==> config.mk <==
export PLATFORM = sky130hd
export DESIGN_NAME = sd_dat_rx_crc_check_flat
export DESIGN_NICKNAME = d
export VERILOG_FILES = /design/src/rtl/sd_dat_rx_crc_check_pkg.sv /design/src/rtl/sd_dat_rx_crc_check_if.sv /design/src/rtl/sd_dat_rx_crc_check_crc16.sv /design/src/rtl/sd_dat_rx_crc_check.sv /design/src/flat_wrapper.sv
export SDC_FILE = /design/constraint.sdc
export NUM_CORES = 1
export LEC_CHECK = 0
export CORE_MARGIN = 4
export CORE_UTILIZATION = 25
export CTS_CLUSTER_DIAMETER = 100
export CTS_CLUSTER_SIZE = 20
export DETAILED_ROUTE_END_ITERATION = 6
export PLACE_DENSITY = 0.36
export RECOVER_POWER = 100
export SETUP_SLACK_MARGIN = 0.4
export SYNTH_ARGS = -nofsm -noshare
export SYNTH_HDL_FRONTEND = slang
export SYNTH_HIERARCHICAL = 1
export SYNTH_SLANG_ARGS = --single-unit
==> constraint.sdc <==
create_clock -name clk -period 3.2 [get_ports clk]
set_input_delay 0.8 -clock clk [delete_from_list [all_inputs] [get_ports clk]]
set_output_delay 0.8 -clock clk [all_outputs]
set_load 0.05 [all_outputs]
==> src/rtl/sd_dat_rx_crc_check_pkg.sv <==
// Shared types and constants for the SD DAT0 receive / CRC16 check block.
// Used by the top module sd_dat_rx_crc_check and by its serial CRC sub-module.
package sd_rx_pkg;

    // Receive FSM: start bit seen -> data bits -> CRC field -> end bit -> report
    typedef enum logic [2:0] {
        IDLE,
        DATA,
        CRC,
        ENDB,
        DONE
    } rx_state_t;

    localparam logic [15:0] CRC16_POLY = 16'h1021;
    localparam logic [15:0] CRC16_INIT = 16'h0000;

    // One serial CRC16-CCITT step: feedback is the incoming bit XOR the register MSB
    function automatic logic [15:0] crc16_step(input logic [15:0] crc, input logic bit_in);
        logic fb;
        fb = bit_in ^ crc[15];
        return {crc[14:0], 1'b0} ^ (fb ? CRC16_POLY : 16'h0000);
    endfunction

endpackage

==> src/rtl/sd_dat_rx_crc_check_if.sv <==
// Bus between an SD DAT0 sampler (master) and the receive/CRC checker (slave).
// The capture outputs exist only when SD_RX_CRC_CAPTURE_EN is defined.
interface sd_dat_rx_crc_check_if;

    logic       sample_en;
    logic       dat_in;
    logic       abort;
    logic [7:0] byte_out;
    logic       byte_valid;
    logic       busy;
    logic       block_done;
    logic       crc_ok;
    logic       crc_err;
    logic       end_err;
`ifdef SD_RX_CRC_CAPTURE_EN
    logic [15:0] calc_crc;
    logic [15:0] rx_crc;
`endif

    modport master (
        output sample_en, dat_in, abort,
        input  byte_out, byte_valid, busy, block_done, crc_ok, crc_err, end_err
`ifdef SD_RX_CRC_CAPTURE_EN
        , calc_crc, rx_crc
`endif
    );

    modport slave (
        input  sample_en, dat_in, abort,
        output byte_out, byte_valid, busy, block_done, crc_ok, crc_err, end_err
`ifdef SD_RX_CRC_CAPTURE_EN
        , calc_crc, rx_crc
`endif
    );

endinterface

==> src/rtl/sd_dat_rx_crc_check_crc16.sv <==
// Bit-serial CRC16-CCITT accumulator (poly 0x1021, init 0x0000).
// clear has priority over shift_en; the value holds whenever neither is set.
module crc16_ccitt_serial
    import sd_rx_pkg::*;
(
    input  logic        clk,
    input  logic        n_rst,
    input  logic        clear,
    input  logic        shift_en,
    input  logic        bit_in,
    output logic [15:0] crc
);

    // CRC register: cleared at block start, advanced once per qualified data bit
    always_ff @(posedge clk or negedge n_rst) begin
        // NOTE: sequential state uses <= so every flop sees pre-edge values, independent of block ordering.
        if (!n_rst) begin
            crc <= CRC16_INIT;
        end else if (clear) begin
            crc <= CRC16_INIT;
        end else if (shift_en) begin
            crc <= crc16_step(crc, bit_in);
        end
    end

endmodule

==> src/rtl/sd_dat_rx_crc_check.sv <==
// SD DAT0 single-line block receiver: assembles BLOCK_BYTES data bytes MSB first,
// checks the trailing CRC16 and end bit, and reports block status.
// Optional build macro SD_RX_CRC_CAPTURE_EN exposes the computed and received CRCs.
module sd_dat_rx_crc_check
    import sd_rx_pkg::*;
#(
    parameter int BLOCK_BYTES = 512
) (
    input logic                  clk,
    input logic                  n_rst,
    sd_dat_rx_crc_check_if.slave sio
);

    localparam int                DATA_BITS = BLOCK_BYTES * 8;
    localparam int                CNT_W     = $clog2(DATA_BITS + 1);
    localparam logic [CNT_W-1:0]  LAST_DATA = CNT_W'(DATA_BITS - 1);
    localparam logic [CNT_W-1:0]  LAST_CRC  = CNT_W'(15);
    localparam logic [CNT_W-1:0]  CNT_ONE   = CNT_W'(1);

    rx_state_t        state;
    rx_state_t        state_nxt;
    logic [CNT_W-1:0] bit_cnt;
    logic [6:0]       byte_sr;
    logic [7:0]       byte_q;
    logic             byte_valid_q;
    logic [15:0]      rx_crc;
    logic [15:0]      calc_crc;
    logic             crc_ok_q;
    logic             crc_err_q;
    logic             end_err_q;
    logic             busy_c;
    logic             done_c;

    // Abort outranks sample_en in every active state, so a cancelled bit is never consumed.
    logic take;
    logic start_bit;
    logic data_bit;
    logic crc_bit;
    logic end_bit;
    logic last_data;
    logic last_crc;

    assign take      = sio.sample_en & ~sio.abort;
    assign start_bit = (state == IDLE) & sio.sample_en & ~sio.dat_in;
    assign data_bit  = (state == DATA) & take;
    assign crc_bit   = (state == CRC)  & take;
    assign end_bit   = (state == ENDB) & take;
    assign last_data = data_bit & (bit_cnt == LAST_DATA);
    assign last_crc  = crc_bit  & (bit_cnt == LAST_CRC);

    crc16_ccitt_serial u_crc (
        .clk      (clk),
        .n_rst    (n_rst),
        .clear    (start_bit),
        .shift_en (data_bit),
        .bit_in   (sio.dat_in),
        .crc      (calc_crc)
    );

    // State register
    always_ff @(posedge clk or negedge n_rst) begin
        if (!n_rst) state <= IDLE;
        else        state <= state_nxt;
    end

    // Next-state and state-decoded outputs
    always_comb begin
        // NOTE: every output gets a default before the case so no path can leave one unassigned and infer a latch.
        state_nxt = state;
        busy_c    = 1'b0;
        done_c    = 1'b0;
        case (state)
            IDLE: if (start_bit) state_nxt = DATA;
            DATA: begin
                busy_c = 1'b1;
                if (sio.abort)      state_nxt = IDLE;
                else if (last_data) state_nxt = CRC;
            end
            CRC: begin
                busy_c = 1'b1;
                if (sio.abort)     state_nxt = IDLE;
                else if (last_crc) state_nxt = ENDB;
            end
            ENDB: begin
                busy_c = 1'b1;
                if (sio.abort)    state_nxt = IDLE;
                else if (end_bit) state_nxt = DONE;
            end
            DONE: begin
                done_c    = 1'b1;
                state_nxt = IDLE;
            end
            default: state_nxt = IDLE;
        endcase
    end

    // Bit counter: counts data bits, then is reused for the 16 CRC bits
    always_ff @(posedge clk or negedge n_rst) begin
        if (!n_rst) begin
            bit_cnt <= '0;
        end else if (start_bit || last_data || last_crc) begin
            bit_cnt <= '0;
        end else if (data_bit || crc_bit) begin
            bit_cnt <= bit_cnt + CNT_ONE;
        end
    end

    // Byte assembly: the 8th bit of each byte loads byte_out and raises byte_valid for one cycle
    always_ff @(posedge clk or negedge n_rst) begin
        if (!n_rst) begin
            byte_sr      <= '0;
            byte_q       <= '0;
            byte_valid_q <= 1'b0;
        end else begin
            byte_valid_q <= 1'b0;
            if (data_bit) begin
                byte_sr <= {byte_sr[5:0], sio.dat_in};
                if (bit_cnt[2:0] == 3'd7) begin
                    byte_q       <= {byte_sr, sio.dat_in};
                    byte_valid_q <= 1'b1;
                end
            end
        end
    end

    // Received CRC field, MSB first; holds after the field until the next start bit
    always_ff @(posedge clk or negedge n_rst) begin
        if (!n_rst) begin
            rx_crc <= CRC16_INIT;
        end else if (start_bit) begin
            rx_crc <= CRC16_INIT;
        end else if (crc_bit) begin
            rx_crc <= {rx_crc[14:0], sio.dat_in};
        end
    end

    // Status flags resolve on the end bit so they are already valid in the DONE cycle
    always_ff @(posedge clk or negedge n_rst) begin
        if (!n_rst) begin
            crc_ok_q  <= 1'b0;
            crc_err_q <= 1'b0;
            end_err_q <= 1'b0;
        end else if (start_bit) begin
            crc_ok_q  <= 1'b0;
            crc_err_q <= 1'b0;
            end_err_q <= 1'b0;
        end else if (end_bit) begin
            crc_err_q <= (rx_crc != calc_crc);
            end_err_q <= ~sio.dat_in;
            crc_ok_q  <= (rx_crc == calc_crc) & sio.dat_in;
        end
    end

    assign sio.byte_out   = byte_q;
    assign sio.byte_valid = byte_valid_q;
    assign sio.busy       = busy_c;
    assign sio.block_done = done_c;
    assign sio.crc_ok     = crc_ok_q;
    assign sio.crc_err    = crc_err_q;
    assign sio.end_err    = end_err_q;
`ifdef SD_RX_CRC_CAPTURE_EN
    assign sio.calc_crc   = calc_crc;
    assign sio.rx_crc     = rx_crc;
`endif

endmodule

==> src/flat_wrapper.sv <==
// flat-port wrapper written by rule: the top's interface ports become plain ports
module sd_dat_rx_crc_check_flat import sd_rx_pkg::*;
#(
    parameter int BLOCK_BYTES = 512
)
  (clk, n_rst, sio_sample_en, sio_dat_in, sio_abort, sio_byte_out, sio_byte_valid, sio_busy, sio_block_done, sio_crc_ok, sio_crc_err, sio_end_err);
  sd_dat_rx_crc_check_if sio_i ();
  input logic clk;
  input logic n_rst;
  input wire logic [$bits(sio_i.sample_en)-1:0] sio_sample_en;
  input wire logic [$bits(sio_i.dat_in)-1:0] sio_dat_in;
  input wire logic [$bits(sio_i.abort)-1:0] sio_abort;
  output wire logic [$bits(sio_i.byte_out)-1:0] sio_byte_out;
  output wire logic [$bits(sio_i.byte_valid)-1:0] sio_byte_valid;
  output wire logic [$bits(sio_i.busy)-1:0] sio_busy;
  output wire logic [$bits(sio_i.block_done)-1:0] sio_block_done;
  output wire logic [$bits(sio_i.crc_ok)-1:0] sio_crc_ok;
  output wire logic [$bits(sio_i.crc_err)-1:0] sio_crc_err;
  output wire logic [$bits(sio_i.end_err)-1:0] sio_end_err;
  assign sio_i.sample_en = sio_sample_en;
  assign sio_i.dat_in = sio_dat_in;
  assign sio_i.abort = sio_abort;
  assign sio_byte_out = sio_i.byte_out;
  assign sio_byte_valid = sio_i.byte_valid;
  assign sio_busy = sio_i.busy;
  assign sio_block_done = sio_i.block_done;
  assign sio_crc_ok = sio_i.crc_ok;
  assign sio_crc_err = sio_i.crc_err;
  assign sio_end_err = sio_i.end_err;
  sd_dat_rx_crc_check #(.BLOCK_BYTES(BLOCK_BYTES)) u_core (.clk(clk), .n_rst(n_rst), .sio(sio_i));
endmodule
Word-level counts from Yosys, hierarchy flattened:

Index checks and enable logic that the tools add are counted.

* register bits after elaboration: 67
* input bits: 5
* output and inout port bits: 14
* word-level logic and storage cells: 73

* add/sub/neg operators: 1
* eq/ne operators: 13
* mux-type cells: 25
* bitwise gates (word level): 13
* reductions and logical operators: 11

Operators by type and width (number)
* $mux 16: 4
* $mux 13: 3
* $mux 3: 7
* $eq 16x16->1: 1
* $ne 16x16->1: 1
* $xor 16x13->16: 1
* $add 13x1->13 const B: 1
* $eq 13x12->1 const B: 1
* $eq 13x4->1 const B: 1
* $pmux 3 s4: 1
* $mux 1: 10
* $and 1x1->1: 9
* $ne 3x2->1 const B: 3
* $reduce_bool 2->1: 4
* $eq 3x2->1 const B: 2
* $eq 3x3->1 const B: 2
* $reduce_and 4->1: 1
* $eq 3x1->1 const B: 1
* $logic_not 3->1: 1
* $logic_or 1x1->1: 3
* $reduce_or 3->1: 1
* $ne 2x1->1 const B: 1
* $not 1->1: 2
* $reduce_and 2->1: 1
* $xor 1x1->1: 1

Longest topological paths before layout:

Gate-level depths: netlist (run 1).

* depth in word-level cells: 7
* depth in mapped cells: 9
* depth with buffers taken out: 6

By module:

The synthesis (run 1) kept the hierarchy.

Modules (own cells, without submodules)
* sd_dat_rx_crc_check: times used 1, cells each 248, area an instance 2449.8 µm², seq. area each 1276.2 µm²
* crc16_ccitt_serial: times used 1, cells each 58, area an instance 688.2 µm², seq. area each 400.4 µm²

Least setup slack after synthesis (run 1):

Ideal clock, no wire load.

* path kind: in2reg
* start: input port sio_sample_en
* end: register u_core.u_crc.crc[13]
* setup time: 132 ps
* arrival: 2414 ps
* required time: 3068 ps
* setup slack: 654 ps
* stages on the path: 6
* path buffers: 3
* path through: or3b_1 -> nor3_2 -> clkbuf_1 -> clkbuf_4 -> clkbuf_1 -> nor2_1

* longest elaborated chain between the ends: 3
* elaborated cells between the ends (all ways): 6
* those cells by class: mux (1); bitwise (4); reduce/logical (1)

Ends and longest elaborated chain
* from (decl): line flat_wrapper.sv:10 `input wire logic [$bits(sio_i.sample_en)-1:0] sio_sample_en;`
* $and 1x1->1 (*) (2 in series): line sd_dat_rx_crc_check.sv:44 `assign start_bit = (state == IDLE) & sio.sample_en & ~sio.dat_in;`
* named net u_core.start_bit: line sd_dat_rx_crc_check.sv:36 `logic start_bit;`
* $mux 16 or $reduce_bool 2->1 (tied branches)
* to (signal assigned): line sd_dat_rx_crc_check_crc16.sv:22 `crc <= crc16_step(crc, bit_in);`
* to (decl): line sd_dat_rx_crc_check_crc16.sv:11 `output logic [15:0] crc`

Mark *: on every way through the listed nets, which the timed path passes. The rest lies on a longest branch.
A chain may end at the register's enable or synchronous reset.

Worst setup path in the final report (run 1):

* start: input port sio_abort
* end: register u_core.u_crc.crc[15]

* longest elaborated chain between the ends: 4

Ends and longest elaborated chain
* from (decl): line flat_wrapper.sv:12 `input wire logic [$bits(sio_i.abort)-1:0] sio_abort;`
* $not 1->1: line sd_dat_rx_crc_check.sv:43 `assign take = sio.sample_en & ~sio.abort;`
* $and 1x1->1: line sd_dat_rx_crc_check.sv:43
* $and 1x1->1: line sd_dat_rx_crc_check.sv:45 `assign data_bit = (state == DATA) & take;`
* named net u_core.data_bit: line sd_dat_rx_crc_check.sv:37 `logic data_bit;`
* $reduce_bool 2->1 (no source line)

The timed path passes the listed nets, and every way through them passes these cells.

==> impl_metrics.json, run 1 <==
{
  "clock_skew_ns": 0.00721,
  "route.antenna.remaining_nets": 0,
  "grt_max_degree": 46,
  "synthTopCellsByCount": "dfrtp_1, nand2_1, nor2_1",
  "cts_tree": "built",
  "design.core.area_sq_um": 12200,
  "synthFlopType": "dfrtp_1",
  "hold_buffers": 0,
  "worstMarginPinSlew_ns": 1.39,
  "setup.worst_path.class": "input pin to flip-flop",
  "min_to": "u_core/byte_sr[6]",
  "drive_above_1_share_pct": 10.3,
  "clk_latency_ns": 0.34,
  "ir_drop_uv": 246,
  "rsz0062_at_grt": "no",
  "syn_area_sq_um": 3140,
  "yosysSeqAreaShare_pct": 53.4,
  "drc": 0,
  "dieArea_sq_um": 14400,
  "cts.path.max_buffers": 2,
  "yosysWarnings": 6,
  "grt_pass1_wl_um": 12300,
  "max_stage_delay_ns": 0.64,
  "leakage_nw": 1.81,
  "reg2reg_from": "u_core/state[0]",
  "grt_pass1_vias": 2219,
  "cts_resized": 0,
  "numPortBuffers": 18,
  "setup_viol": 0,
  "antenna_cells": 0,
  "vias": 2222,
  "rrSetupSlack_ns": 1.03,
  "io_pins": 19,
  "total_power_w": 0.00210,
  "gp_congestion": 0.706,
  "vias_per_cell": 4.38,
  "place_hpwl_um": 4940,
  "dr.first_iter.drc_count": 119,
  "hold_class": "flip-flop to flip-flop",
  "hp-start": "u_core/byte_sr[6]",
  "final.period_utilization_pct": 85.4,
  "start_util_pct": 25.8,
  "synth_top_area_cell": "dfrtp_1",
  "synth.ff_latch_count": 67,
  "min_period_ns": 2.73,
  "routed_wl_um": 7160,
  "r2r_cells": 6,
  "synth_top_area_share_pct": 53.4,
  "synth_area_leaders": "dfrtp_1, nand2_1, mux2i_1",
  "area_delta_synth_final_pct": 22.3,
  "cpMaxStageDelayCell": "clkbuf_1",
  "htree_levels": 3,
  "power.density_nw_per_um2": 548,
  "path_max_fanout": 12,
  "nets": 341,
  "grt_usage_pct": 11.0,
  "clock_sinks": 67,
  "worstPathArrival_ns": 2.96,
  "status": "finished clean",
  "syn_inst": 306,
  "synth_edf_count": 0,
  "post_cts_buffers": 0,
  "drv_cap": 0,
  "hold_depth": 2,
  "die_x_um": 120,
  "max_freq_mhz": 366,
  "synth.distinct_cells": 44,
  "clk_pin_slew_worst_paths_ns": 0.06,
  "worstReg2RegEnd": "u_core/state[0]",
  "hold_viol_final": 0,
  "cts_root_buffer": "clkbuf_16",
  "grt_overflow": 0,
  "slew_violations": 0,
  "yosysMostFrequentCell": "dfrtp_1",
  "slew_headroom_pct": 7.04,
  "cp_cell_sequence": "dlygate4sd3_1, nor2_1, nand4_1, clkinv_1, clkbuf_1, mux2i_1, nor2_1",
  "drtPass1Iterations": 4,
  "rows": 40,
  "avgSynthCellArea_sq_um": 10.3,
  "async_flop_share_pct": 100,
  "numCtsBuffers": 9,
  "cp.required_ns": 3.42,
  "worstSetupStartpointType": "input pin",
  "end_kind": "flip-flop",
  "die_h_um": 120,
  "cp_common_cell": "nor2_1",
  "wl_per_cell_um": 14.1,
  "tns_ns": 0,
  "antenna_found_initial": 0,
  "syn_nets": 313
}
-- worst max-delay path: cells and delay by family --
kind	cells	cell delay, ns
buffers and inverters	3	1.43
AND/OR/NAND/NOR	3	0.46
multiplexers	1	0.27
-- where the power goes --
| group | switching, W | leakage [nW] | internal [W] |
|---|---|---|---|
| registers | 0.0000461 | 0.925 | 0.000894 |
| logic | 0.0000999 | 0.742 | 0.0000609 |
| clock network | 0.000395 | 0.138 | 0.000607 |
| total | 0.000541 | 1.81 | 0.00156 |
-- cell usage in the layout (no fill, tap or decap), types with 3 or more instances in the layout --
| cell type | synthesis | routed |
|---|---|---|
| dfrtp_1 | 67 | 67 |
| nand2_1 | 58 | 58 |
| nor2_1 | 21 | 21 |
| xor2_1 | 17 | 17 |
| a21oi_1 | 16 | 16 |
| mux2i_1 | 16 | 16 |
| dlygate4sd3_1 | 0 | 15 |
| nor3_1 | 10 | 11 |
| clkbuf_16 | 0 | 9 |
| nor4_1 | 9 | 9 |
| clkbuf_1 | 8 | 8 |
| inv_1 | 8 | 8 |
| xnor2_1 | 8 | 8 |
| mux2_2 | 8 | 8 |
| nand4_1 | 7 | 7 |
| a211oi_1 | 4 | 5 |
| buf_4 | 2 | 5 |
| nand3_1 | 4 | 4 |
| o21ai_0 | 4 | 4 |
| clkinvlp_4 | 0 | 3 |
| or3_1 | 3 | 3 |
-- cell families (layout without fill, tap and decap cells) --
family | after synthesis | in the layout | share of synthesized area [%]
AND/OR/NAND/NOR | 130 | 130 | 20.4
flip-flops | 67 | 67 | 53.4
AO/OA/AOI/OAI | 35 | 35 | 7.18
XOR/XNOR | 25 | 25 | 6.98
multiplexers | 24 | 24 | 7.97
buffers and inverters | 23 | 56 | 3.23
adder cells (fa/ha/maj) | 2 | 2 | 0.797
-- stage by stage --
stage	std cells	cell area, sq um	worst slack [ns]	utilization, %	hold WS, ns
floorplan	306	3140	0.654	-	0.442
global placement	491	3580	0.274	29.5	0.470
detailed placement	491	3580	0.233	29.5	0.474
CTS	507	3880	0.458	31.9	0.476
global route	507	3840	0.225	31.6	0.519
finish	507	3840	0.467	31.6	0.480
-- state kept, by name (all words and copies together) (netlist names) --
register               flops
u_core/state               3
u_core/bit_cnt            13
u_core/u_crc/crc          16
u_core/sio.crc_ok          1
u_core/byte_sr             7
u_core/sio.byte_valid      1
u_core/rx_crc             16
u_core/sio.end_err         1
u_core/sio.crc_err         1
u_core/sio.byte_out        8
-- worst max-delay path by stage --
stage	endpoint	cells after the start	start	slack (ns)
floorplan	u_core/u_crc/crc[13]	6	sio_sample_en	0.65
global placement	u_core/bit_cnt[11]	5	sio_sample_en	0.27
detailed placement	u_core/bit_cnt[12]	5	sio_sample_en	0.23
CTS	sio_block_done	3	u_core/state[1]	0.46
global route	u_core/state[0]	7	sio_sample_en	0.23
finish	u_core/u_crc/crc[15]	7	sio_abort	0.47
-- layout make-up --
type / count / area [sq um]
fillers: 1303 / 8320
flip-flops and latches: 67 / 1680
multi-input cells: 216 / 1350
repair buffers: 31 / 268
clock buffers: 9 / 225
well taps: 168 / 210
clock inverters: 7 / 75.1
inverters: 9 / 33.8
-- layer usage --
| metal | vias up | GRT usage [%] | wire [um] |
|---|---|---|---|
| li1 | 1114 | - | - |
| met2 | 30 | 15.9 | 3160 |
| met1 | 1068 | 14.9 | 3610 |
| met3 | 10 | 4.15 | 288 |
| met4 | 0 | 4.08 | 97 |
| met5 | - | 0 | 0 |
Note: power is estimated with default switching activity, not from simulation.
==> run 2, diff against run 1 <==
--- a/config.mk
+++ b/config.mk
@@ -10,7 +10,8 @@
 export CTS_CLUSTER_DIAMETER = 100
 export CTS_CLUSTER_SIZE = 20
 export DETAILED_ROUTE_END_ITERATION = 6
-export PLACE_DENSITY = 0.36
+export DONT_BUFFER_PORTS = 1
+export PLACE_DENSITY = 0.34
 export RECOVER_POWER = 100
 export SETUP_SLACK_MARGIN = 0.4
 export SYNTH_ARGS = -nofsm -noshare
==> impl_metrics.json, run 2 (synthesis gave the netlist of run 1 again) <==
{
  "cp.buffers_inverters": 2,
  "numCtsBuffers": 9,
  "power.density_nw_per_um2": 581,
  "leakage_nw": 1.68,
  "total_power_w": 0.00210,
  "final_common_cell": "dfrtp_1",
  "comb_power_share_pct": 6.1,
  "start_util_pct": 25.8,
  "nets": 316,
  "gp_congestion": 0.719,
  "wl_per_cell_um": 15.4,
  "hold_class": "input pin to asynchronous set/reset pin",
  "antenna_found_initial": 0,
  "place_hpwl_um": 4880,
  "slew_headroom_pct": 45.0,
  "drc": 0,
  "vias_per_cell": 4.45,
  "min_period_ns": 2.49,
  "worstPathArrival_ns": 2.71,
  "grt_pass1_vias": 2263,
  "clk_latency_ns": 0.34,
  "hold_viol_final": 0,
  "intPower_w": 0.00159,
  "fillers": 1265,
  "design.core.area_sq_um": 12200,
  "crit_path_start": "u_core/state[1]",
  "worstSetupStartpointType": "flip-flop",
  "ir_drop_uv": 224,
  "cp_cell_sequence": "inv_1, nand4_1, clkinv_1, nand2_1, mux2_2",
  "path_max_fanout": 19,
  "clock_skew_ns": 0.00592,
  "clock_sinks": 67,
  "setup_viol": 0,
  "cts_tree": "built",
  "swShare_pct": 24.1,
  "reg2reg_from": "u_core/state[1]",
  "power.share.clock_pct": 49.0,
  "max_stage_delay_ns": 0.61,
  "vias": 2144,
  "tns_ns": 0,
  "htree_levels": 3,
  "pwr-share-seq_pct": 44.8,
  "rsz0062_at_grt": "no",
  "largestRegisters": "u_core/rx_crc x16, u_core/u_crc/crc x16, u_core/bit_cnt x13",
  "route.antenna.remaining_nets": 0,
  "switching_power_w": 0.000505,
  "final.period_utilization_pct": 77.7,
  "end_kind": "flip-flop",
  "crit_family": "buffers and inverters",
  "grt_overflow": 0,
  "grt_max_degree": 68,
  "worstMarginPinSlew_ns": 0.824,
  "slew_violations": 0,
  "io_pins": 19,
  "die_h_um": 120,
  "status": "finished clean",
  "grt_usage_pct": 11.4,
  "final_cell_mix": "dfrtp_1, nand2_1, nor2_1",
  "drtPass1Iterations": 4,
  "clk_pin_slew_worst_paths_ns": 0.06,
  "cts_resized": 0,
  "setup.worst_path.class": "flip-flop to flip-flop",
  "cpMaxStageDelayCell": "clkinv_1",
  "drive_above_1_share_pct": 9.24,
  "cts.path.max_buffers": 2,
  "max_freq_mhz": 402,
  "rows": 40,
  "cp.required_ns": 3.42,
  "routed_wl_um": 7440,
  "cts_root_buffer": "clkbuf_16",
  "antenna_cells": 0,
  "hold_buffers": 0,
  "die_x_um": 120,
  "post_cts_buffers": 0,
  "dr.first_iter.drc_count": 87,
  "grt_pass1_wl_um": 12300,
  "dieArea_sq_um": 14400,
  "drv_cap": 0,
  "area_delta_synth_final_pct": 14.9,
  "numPortBuffers": 0
}
run 2: changes by cell type in the layout (fill, tap and decap cells not counted), moves of 2 or more:
cell | before | now
dlygate4sd3_1 | 15 | 0
clkinvlp_4 | 3 | 1
buf_12 | 2 | 0
clkbuf_8 | 0 | 2
buf_4 | 5 | 1
clkbuf_1 | 8 | 4
run 2: layout make-up:
class                   count  area, sq um  area share [%]
well taps                 168          210            5.83
flip-flops and latches     67         1680            46.5
clock buffers              11          253            7.01
repair buffers              6         27.5           0.763
multi-input cells         216         1350            37.3
clock inverters             5         60.1            1.67
inverters                   9         33.8           0.937
run 2: metal layers:
layer | wire [um] | track usage (%) | vias up
met5 | 0 | 0 | -
met4 | 153 | 5.58 | 0
met3 | 315 | 3.77 | 12
met2 | 3340 | 17.0 | 40
met1 | 3630 | 14.7 | 1027
li1 | - | - | 1065
run 2: power groups by stage:
stage | Clock [W] | Sequential, W | Combinational (W)
floorplan | 0 | 0.000938 | 0.000107
global placement | 0 | 0.000958 | 0.000135
detailed placement | 0 | 0.000957 | 0.000137
CTS | 0.00107 | 0.000942 | 0.000137
global route | 0.00109 | 0.000950 | 0.000148
finish | 0.00103 | 0.000940 | 0.000128
run 2: worst reg2reg max path, delay by kind of cell, from the launching register on:
family	cells	cell delay, ns
DFF	1	0.50
and+or+nand+nor	2	0.73
buffers and inverters	2	0.74
muxes	1	0.39
run 2: final timing paths:
| check | to | slack (ns) | cells after the start |
|---|---|---|---|
| min in group clk | u_core/byte_sr[6] | 0.48 | 2 |
| worst max-delay path | u_core/sio.byte_out[1] | 0.71 | 5 |
| worst min register to register | u_core/byte_sr[6] | 0.48 | 2 |
| worst min-delay path | u_core/byte_sr[2] | 0.16 | 0 |
| worst max register to register | u_core/sio.byte_out[1] | 0.71 | 5 |
| max in group asynchronous | u_core/bit_cnt[6] | 2.94 | 0 |
run 2: metrics by stage:
step / utilization [%] / setup slack, ns / std cells / hold slack [ns] / instance area, sq um
after global routing: 29.7 / 0.486 / 482 / 0.131 / 3610
after detailed placement: 27.4 / 0.383 / 466 / 0.476 / 3330
final: 29.7 / 0.714 / 482 / 0.156 / 3610
after CTS: 30.0 / 0.585 / 482 / 0.134 / 3640
after global placement: 27.4 / 0.477 / 466 / 0.476 / 3330
after floorplan: - / 0.654 / 306 / 0.442 / 3140
==> run 3, diff against run 2 <==
==> constraint.sdc (replaced) <==
create_clock -name clk -period 2.6 [get_ports clk]
set_input_delay 0.65 -clock clk [delete_from_list [all_inputs] [get_ports clk]]
set_output_delay 0.65 -clock clk [all_outputs]
set_load 0.05 [all_outputs]
==> impl_metrics.json, run 3 (synthesis gave the netlist of run 1 again) <==
{
  "largestRegisters": "u_core/rx_crc x16, u_core/u_crc/crc x16, u_core/bit_cnt x13",
  "dieArea_sq_um": 14400,
  "worstMarginPinSlew_ns": 0.745,
  "grt_usage_pct": 11.0,
  "area_delta_synth_final_pct": 16.1,
  "hold_class": "input pin to asynchronous set/reset pin",
  "setup.worst_path.class": "flip-flop to output pin",
  "leakage_nw": 1.69,
  "clock_skew_ns": 0.00568,
  "die_x_um": 120,
  "slew_headroom_pct": 50.4,
  "crit_path_start": "u_core/state[1]",
  "clk_latency_ns": 0.32,
  "min_period_ns": 2.23,
  "worstPathArrival_ns": 1.58,
  "vias": 2211,
  "cts_root_buffer": "clkbuf_16",
  "final.period_utilization_pct": 85.6,
  "die_h_um": 120,
  "end_kind": "output pin",
  "start_util_pct": 25.8,
  "dp_slack_ns": 0.233,
  "slew_violations": 0,
  "cts_tree": "built",
  "dp_cells": 470,
  "drive_above_1_share_pct": 9.69,
  "route.antenna.remaining_nets": 0,
  "place_hpwl_um": 4910,
  "reg2reg_from": "u_core/state[2]",
  "io_pins": 19,
  "power.density_nw_per_um2": 691,
  "setup_ws_ns": 0.374,
  "design.core.area_sq_um": 12200,
  "max_freq_mhz": 449,
  "grt_pass1_vias": 2152,
  "final_cell_mix": "dfrtp_1, nand2_1, nor2_1",
  "routed_wl_um": 7360,
  "grt_overflow": 0,
  "worst_hold_slack_ns": 0.0165,
  "fin_cells": 488,
  "setup_viol": 0,
  "path_max_fanout": 8,
  "grt_pass1_wl_um": 12200,
  "tns_ns": 0,
  "antenna_found_initial": 0,
  "antenna_cells": 0,
  "numCtsBuffers": 9,
  "status": "finished clean",
  "rsz0062_at_grt": "no",
  "drc": 0,
  "drv_cap": 0,
  "gp_congestion": 0.717,
  "wl_per_cell_um": 15.1,
  "final_common_cell": "dfrtp_1",
  "clk_pin_slew_worst_paths_ns": 0.05,
  "numPortBuffers": 0,
  "grt_max_degree": 60,
  "clock_sinks": 67,
  "worstSetupStartpointType": "flip-flop",
  "cp.required_ns": 1.95,
  "drtPass1Iterations": 4,
  "ir_drop_uv": 292,
  "hold_viol_final": 0,
  "vias_per_cell": 4.53,
  "utilization_pct": 30.0,
  "dr.first_iter.drc_count": 145,
  "rows": 40,
  "htree_levels": 3,
  "cts.path.max_buffers": 2,
  "nets": 322
}
run 3: worst max-delay path, cell delays in order, from the launching register on:
cell and delay, ns:
dfrtp_1 0.52, nor2_1 0.13, nor2_1 0.11, clkbuf_1 0.50
run 3: area by class of cell:
class                           instances  area (sq um)
Clock inverter                          2          35.0
Timing Repair Buffer                   12          70.1
Sequential cell                        67          1680
Inverter                                9          33.8
Fill cell                            1275          8520
Tap cell                              168           210
Multi-Input combinational cell        216          1370
Clock buffer                           14           254
run 3: routing by layer:
metal  up-vias  routed length, um  global-route usage [%]  part of all wire, %
met5         -                  0                       0                    0
met4         0                148                    5.58                  2.0
met3        11                257                    2.40                  3.5
met2        33               3170                    15.5                   43
met1      1080               3790                    15.7                   51
li1       1087                  -                       -                    -
run 3: worst paths after layout:
path                                  endpoint  slack, ns  cells past startpoint
hold / removal                 u_core/state[0]       0.02                      0
max in group asynchronous    u_core/byte_sr[3]       1.58                      1
min in group clk             u_core/sio.crc_ok       0.47                      2
setup reg to reg           u_core/u_crc/crc[7]       0.52                      6
hold reg to reg              u_core/byte_sr[6]       0.49                      2
setup / recovery                      sio_busy       0.37                      3
run 3: metrics by stage:
stage / area (sq um) / total power (W)
floorplan: 3160 / 0.00129
global placement: 3360 / 0.00135
detailed placement: 3360 / 0.00134
CTS: 3660 / 0.00257
global route: 3640 / 0.00264
finish: 3640 / 0.00252
run 3: timing repair:
action,CTS,global route
hold buffers,1,1
resized for setup,0,3
setup buffers,0,0
setup endpoints to repair,0,10
hold endpoints to repair,9,1
run 3: power breakdown:
part / internal [W] / switching, W / total (W)
clock: 0.000768 / 0.000428 / 0.00120
sequential: 0.00110 / 0.0000579 / 0.00116
combinational: 0.0000657 / 0.0000986 / 0.000164
